### config.mk
export PLATFORM = sky130hd
export DESIGN_NAME = vscale_dmem_bridge
export DESIGN_NICKNAME = d
export VERILOG_FILES = /design/src/rtl/vscale_dmem_bridge.sv
export SDC_FILE = /design/constraint.sdc
export NUM_CORES = 1
export LEC_CHECK = 0
export CORE_MARGIN = 3
export CORE_UTILIZATION = 40
export CTS_BUF_LIST = sky130_fd_sc_hd__clkbuf_8
export DETAILED_ROUTE_END_ITERATION = 6
export GPL_TIMING_DRIVEN = 0
export PLACE_DENSITY = 0.83
export REMOVE_ABC_BUFFERS = 1
export SYNTH_ARGS = -nofsm -noshare
export SYNTH_HDL_FRONTEND = slang
export SYNTH_SLANG_ARGS = --single-unit
### constraint.sdc
create_clock -name clk -period 2.4 [get_ports clk]
set_input_delay 0.48 -clock clk [delete_from_list [all_inputs] [get_ports clk]]
set_output_delay 0.48 -clock clk [all_outputs]
set_load 0.02 [all_outputs]
### src/rtl/vscale_dmem_bridge.sv
// Bridges the vscale pipeline dmem port (address in DX, store data in WB) to a single-outstanding valid/ready bus.
// Optional: define VSCALE_DMEM_MISALIGN_CHECK_EN to complete misaligned accesses locally with an error.
`ifndef XPR_LEN
`define XPR_LEN 32
`endif
`ifndef MEM_TYPE_WIDTH
`define MEM_TYPE_WIDTH 3
`endif

module vscale_dmem_bridge (
  input  logic                       clk,
  input  logic                       reset,
  input  logic                       dmem_en,
  input  logic                       dmem_wen,
  input  logic [`MEM_TYPE_WIDTH-1:0] dmem_size,
  input  logic [`XPR_LEN-1:0]        dmem_addr,
  input  logic [`XPR_LEN-1:0]        dmem_wdata_delayed,
  output logic [`XPR_LEN-1:0]        dmem_rdata,
  output logic                       dmem_wait,
  output logic                       dmem_badmem_e,
  output logic                       bus_req_valid,
  input  logic                       bus_req_ready,
  output logic                       bus_req_wen,
  output logic [`XPR_LEN-1:0]        bus_req_addr,
  output logic [1:0]                 bus_req_size,
  output logic [3:0]                 bus_req_wstrb,
  output logic [`XPR_LEN-1:0]        bus_req_wdata,
  input  logic                       bus_resp_valid,
  input  logic [`XPR_LEN-1:0]        bus_resp_rdata,
  input  logic                       bus_resp_err
);

  typedef enum logic [1:0] {IDLE = 2'd0, REQ = 2'd1, RESP = 2'd2} state_t;

  state_t              state, next_state;
  logic [`XPR_LEN-1:0] addr_q;
  logic                wen_q;
  logic [1:0]          size_q;
  logic [`XPR_LEN-1:0] rdata_q;
  logic                err_q;
  logic                pend_q;
  logic                resp_done;
  logic                capture;
  logic                misaligned;
  logic                unused_bits;

  function automatic logic [3:0] wstrb_f(input logic wen, input logic [1:0] size,
                                         input logic [1:0] lo);
    logic [3:0] s;
    s = 4'b0000;
    if (wen) begin
      case (size)
        2'd0:    s = 4'b0001 << lo;
        2'd1:    s = 4'b0011 << {lo[1], 1'b0};
        default: s = 4'b1111;
      endcase
    end
    return s;
  endfunction

`ifdef VSCALE_DMEM_MISALIGN_CHECK_EN
  assign misaligned = ((dmem_size[1:0] == 2'd1) && dmem_addr[0]) ||
                      ((dmem_size[1:0] == 2'd2) && (dmem_addr[1:0] != 2'b00));
`else
  assign misaligned = 1'b0;
`endif

  // A locally failed access completes without waiting for the bus
  assign resp_done   = pend_q | bus_resp_valid;
  assign capture     = dmem_en && ((state == IDLE) || ((state == RESP) && resp_done));
  assign unused_bits = ^{dmem_size, err_q};

  always_ff @(posedge clk or posedge reset) begin
    if (reset) begin
      state   <= IDLE;
      addr_q  <= '0;
      wen_q   <= 1'b0;
      size_q  <= 2'd0;
      rdata_q <= '0;
      err_q   <= 1'b0;
      pend_q  <= 1'b0;
    end else begin
      state <= next_state;
      if (capture) begin
        addr_q <= dmem_addr;
        wen_q  <= dmem_wen;
        size_q <= dmem_size[1:0];
        pend_q <= misaligned;
      end else if ((state == RESP) && resp_done) begin
        pend_q <= 1'b0;
      end
      if ((state == RESP) && pend_q) begin
        err_q <= 1'b1;
      end else if ((state == RESP) && bus_resp_valid) begin
        rdata_q <= bus_resp_rdata;
        err_q   <= bus_resp_err;
      end
    end
  end

  always_comb begin
    next_state = state;
    case (state)
      IDLE: if (dmem_en) next_state = misaligned ? RESP : REQ;
      REQ:  if (bus_req_ready) next_state = RESP;
      RESP: if (resp_done) next_state = dmem_en ? (misaligned ? RESP : REQ) : IDLE;
      default: next_state = IDLE;
    endcase
  end

  always_comb begin
    dmem_wait     = 1'b0;
    dmem_rdata    = rdata_q;
    dmem_badmem_e = 1'b0;
    bus_req_valid = 1'b0;
    bus_req_wen   = 1'b0;
    bus_req_addr  = '0;
    bus_req_size  = 2'd0;
    bus_req_wstrb = 4'b0000;
    bus_req_wdata = '0;
    case (state)
      REQ: begin
        dmem_wait     = 1'b1;
        bus_req_valid = 1'b1;
        bus_req_wen   = wen_q;
        bus_req_addr  = {addr_q[`XPR_LEN-1:2], 2'b00};
        bus_req_size  = size_q;
        bus_req_wstrb = wstrb_f(wen_q, size_q, addr_q[1:0]);
        bus_req_wdata = dmem_wdata_delayed;
      end
      RESP: begin
        dmem_wait = !resp_done;
        if (resp_done) dmem_badmem_e = pend_q | bus_resp_err;
        if (bus_resp_valid && !pend_q) dmem_rdata = bus_resp_rdata;
      end
      default: ;
    endcase
  end

endmodule
Yosys cells after proc, flatten, opt, wreduce, memory -nomap -nowiden
Index checks and enable logic that the tools add are counted.
{"block": "classes", "n_addsub": 0, "mul": 0, "div_mod_pow": 0, "order_cmp": 0, "n_eq_ne": 6, "shifts": 2, "muxes": 20, "bitwise": 3, "reduce_logical": 13}
{"operator": "2-to-1 mux 32 bit", "n": 4}
{"operator": "2-to-1 mux 2 bit", "n": 4}
{"operator": "2-to-1 mux 4 bit", "n": 2}
{"operator": "one-hot mux 4 bit (2 select lines)", "n": 1}
{"operator": "2-to-1 mux 1 bit", "n": 7}
{"operator": "inequality test 2 bit (second input constant)", "n": 3}
{"operator": "one-hot mux 2 bit (3 select lines)", "n": 1}
{"operator": "logical AND 1 bit", "n": 5}
{"operator": "== test 2 x 1 -> 1 bit (second input constant)", "n": 2}
{"operator": "logical NOT 2 bit", "n": 2}
{"operator": "<< shifter 1 x 2 -> 4 bit (first input constant)", "n": 1}
{"operator": "<< shifter 2 x 2 -> 4 bit (first input constant)", "n": 1}
{"operator": "AND reduction 3 bit", "n": 1}
{"operator": "== test 2 bit (second input constant)", "n": 1}
{"operator": "logical NOT 1 bit", "n": 2}
{"operator": "OR 1 bit", "n": 2}
{"operator": "one-hot mux 1 bit (2 select lines)", "n": 1}
{"operator": "AND reduction 2 bit", "n": 1}
{"operator": "nonzero test 2 bit", "n": 1}
{"operator": "logical OR 1 bit", "n": 1}
{"operator": "NOT 1 bit", "n": 1}
{"block": "totals", "register_bits": 70, "latch_bits": 0, "ram_bits": 0, "rom_bits": 0, "wordCells": 50, "n_memories": 0}

Longest topological paths before layout
{"block": "logic_depth", "ltp_word": 5, "ltp_mapped": 6}

Least setup slack after synthesis
OpenSTA, ideal clock, no wires.
{"block": "synth_path", "kind": "register -> output", "start": "reg state[1]", "end": "out bus_req_wstrb[1]", "arrival_ns": 1.566, "t_required_ns": 1.920, "slack_ns": 0.354, "path_stages_with_launch": 6, "path_buffers": 1, "cell_sequence": "dfrtp_1 inv_1 ha_1 clkbuf_1 nand2_1 a21oi_1"}
{"block": "synth_between", "elab_chain_len": 2}
{"item": "from (decl)", "line": "35", "text": "state_t state, next_state;"}
{"item": "from (signal assigned)", "line": "83", "text": "state <= next_state;"}
{"item": "== test 2 x 1 -> 1 bit", "line": "121", "text": "case (state)"}
{"item": "2-to-1 mux 4 bit", "line": "121"}
{"item": "to (decl)", "line": "26", "text": "output logic [3:0] bus_req_wstrb,"}
No other way between the ends.

Worst setup path in the final report
{"block": "layout_path", "start": "reg state[0]", "end": "out dmem_rdata[0]"}
{"block": "layout_between", "elab_chain_len": 2}
{"item": "== test 2 bit", "line": "121"}
{"item": "2-to-1 mux 32 bit", "line": "121"}
{"item": "to (decl)", "line": "18", "text": "output logic [`XPR_LEN-1:0] dmem_rdata,"}
No other way between the ends.

==> flow_metrics.py <==
metrics = {
    "timing": {
        "fin_crit_sh_pct": 98.93,
        "slew_headroom_pct": 43.40,
        "drv_slew": 0,
        "finalCriticalPeriod_ps": 2374,
        "worst_hold_slack_ps": 505.1,
        "max_freq_mhz": 421.2,
        "rsz0062_at_grt": "true",
        "worst_slew_pin_slew_ps": 849.0,
        "hold_viol": 0,
        "setup_viol": 0,
        "setup_slack_ps": 25.64,
        "finalClockSkew_ps": 8.706,
    },
    "drt": {
        "firstDrtPassIters": 4,
        "detail-route-antenna-nets": 0,
        "drc": 0,
        "avgViaCountPerCell": 4.819,
        "drt-total-wl_um": 11180,
        "wl_per_cell_um": 18.06,
        "num_vias": 2983,
        "drt_iter0_drc": 46,
    },
    "clock_network": {
        "clk_pin_slew_ps": 80,
        "cts_max_level": 3,
        "clkSinkCount": 69,
        "max-clock-path-buffers": 2,
        "cts_tree": "done",
        "cts_buffers": 9,
        "worstSkewPairLatency_ps": 330,
        "root_buffer": "clkbuf_8",
        "cts_hold_repair.buffers": 0,
    },
    "cells_and_area": {
        "stdcell_count": 619,
        "drive_above_1_share_pct": 34.44,
        "antennaDiodeCount": 0,
        "final_cell_area_mm2": 0.006078,
        "nNetsFinal": 616,
        "synthToLayoutAreaGrowth_pct": 62.53,
    },
    "floorplan": {
        "start_util_pct": 42.06,
        "row_count": 34,
        "core_mm2": 0.008891,
        "ioPinCount": 212,
        "die_h_um": 102.7,
        "die_x_um": 102.7,
        "die_area_mm2": 0.01055,
    },
    "yosys": {
        "synth-seq-area-share_pct": 46.17,
        "synth_edf_count": 0,
        "yosysMostFrequentCell": "mux2_2",
        "ys_ff_latch": 69,
        "synthCells": 285,
        "synthArstFlopShare_pct": 100.0,
        "yosys.area.top_type": "dfrtp_1",
        "synth.distinct_cells": 24,
        "yosys-top-cells-count": "mux2_2, dfrtp_1, and2_1",
        "synth_area_leaders": "dfrtp_1, mux2_2, mux2_4, and2_1, buf_6",
        "syn-cell-area_mm2": 0.003740,
        "netlist.area_leader.share_pct": 46.17,
        "synth_warnings": 0,
        "synth_flop_cell": "dfrtp_1",
        "postSynthAreaPerCell_um2": 13.12,
    },
    "global_route": {
        "grt_busiest_layer": "met2",
        "use_met1_pct": 23.85,
        "grt_util_all_layers_pct": 21.06,
        "grt-ovfl-total": 0,
        "use_met2_pct": 37.64,
        "antenna_found_initial": 0,
        "grt_use_met3_pct": 7.172,
        "grt_max_degree": 70,
        "grt_pass1_vias": 3288,
        "grt_pass1_wl_um": 17110,
    },
    "worst_hold_path": {
        "hold_path_class": "flop to flop",
    },
    "placed_design": {
        "place_ws_ps": -732.2,
        "io_buffers": 208,
        "gp_congestion": 0.7691,
        "dp.final_hpwl_um": 7432,
        "dp.cells": 584,
        "place_area_mm2": 0.005832,
    },
    "critical_path": {
        "critPathKind": "flop to output port",
        "critPathTopFamily": "flip-flops",
        "crit_buf_inv": 3,
        "worstPathRequired_ps": 1920,
        "worstPathArrival_ps": 1890,
        "cp_cell_sequence": "inv_4 -> ha_4 -> and2_4 -> buf_4 -> mux2_2 -> buf_2",
        "start_kind": "flop",
        "critPathCaptureType": "output port",
        "critPathSlowestCell": "dfrtp_2",
        "max_stage_delay_ps": 460,
        "cp_max_fo": 8,
    },
    "power_and_ir_drop": {
        "vdd_drop_max_mv": 0.5900,
        "power_leakage_nw": 2.950,
        "p_per_area_mw_per_mm2": 1252,
    },
    "outcome": {
        "status": "completed",
    },
    "job": {
        "maxCapViolations": 0,
    },
}
## logic make-up (layout without fill, tap and decap cells)
logic type | after synthesis | after routing | share of synthesized area (%)
flops | 69 | 69 | 46.17
simple gates | 76 | 81 | 12.51
mux | 100 | 100 | 33.12
buf+inv | 25 | 245 | 4.918
other cells | 1 | 2 | 0.1003
compound gates | 10 | 10 | 1.840
fa+ha+maj | 4 | 4 | 1.338
## where the power goes
| group | total, mW | leakage [nW] | internal, mW | switching (mW) |
|---|---|---|---|---|
| sequential | 2.10 | 0.817 | 1.76 | 0.340 |
| combinational | 4.58 | 2.03 | 2.35 | 2.23 |
| clock | 0.924 | 0.107 | 0.498 | 0.426 |
| total | 7.61 | 2.95 | 4.61 | 3.00 |
## stage by stage
stage | util [%] | setup TNS [ps] | power [mW]
finish | 68.36 | 0 | 7.609
global placement | 65.23 | -176130 | 6.750
CTS | 68.48 | 0 | 7.682
detailed placement | 65.59 | -55350 | 6.909
floorplan | - | -2542 | 4.829
global route | 68.36 | -186.4 | 8.085
## cells in the final DEF, fill, tap and decap left out, types with 2 or more instances in the layout
master / count
clkinv_2: 4
inv_1: 5
clkdlybuf4s15_2: 2
mux2_4: 35
nor2b_1: 2
a21oi_1: 5
clkdlybuf4s50_1: 103
dlygate4sd2_1: 58
mux2_2: 65
clkdlybuf4s15_1: 13
clkbuf_8: 10
buf_16: 2
dfrtp_1: 68
inv_4: 2
buf_2: 18
and2_1: 64
nor2_1: 3
buf_6: 2
buf_12: 3
conb_1: 2
ha_4: 2
clkbuf_2: 8
ha_1: 2
and2_4: 5
buf_4: 13
o21ai_0: 2
## flip-flops by register name, indices dropped and copies added (netlist names)
| register | flops |
|---|---|
| addr_q | 32 |
| rdata_q | 32 |
| state | 2 |
| wen_q | 1 |
| size_q | 2 |
## cell type report
class	instances	area [µm²]
sequential	69	1728
clock buffer	10	137.6
timing repair buffer	223	2069
multi-input combinational	197	1927
clock inverter	6	53.80
inverter	6	27.53
tap	108	135.1
fill	697	2813
## repair_timing
item	4_1_cts	5_1_grt
buffers inserted	12	2
gates resized for setup	188	45
setup endpoints to repair	138	41
pin swaps	3	0
gates cloned	5	0
## final timing paths
check / from / to / slack, ps / cells after the start
worst max-delay path: state[0] / dmem_rdata[0] / 30 / 6
worst min-delay path: rdata_q[26] / rdata_q[26] / 510 / 1
worst max register to register: state[0] / rdata_q[7] / 310 / 5
worst min register to register: rdata_q[26] / rdata_q[26] / 510 / 1
max in group asynchronous: reset / state[0] / 1130 / 2
min in group asynchronous: reset / rdata_q[17] / 670 / 2
## routing by layer
metal | share of wire (%) | vias to the layer above
li1 | - | 1406
met1 | 39 | 1451
met2 | 51 | 112
met3 | 8.7 | 14
met4 | 1.3 | 0
met5 | 0 | -
Power figures use the tool's default switching activity.
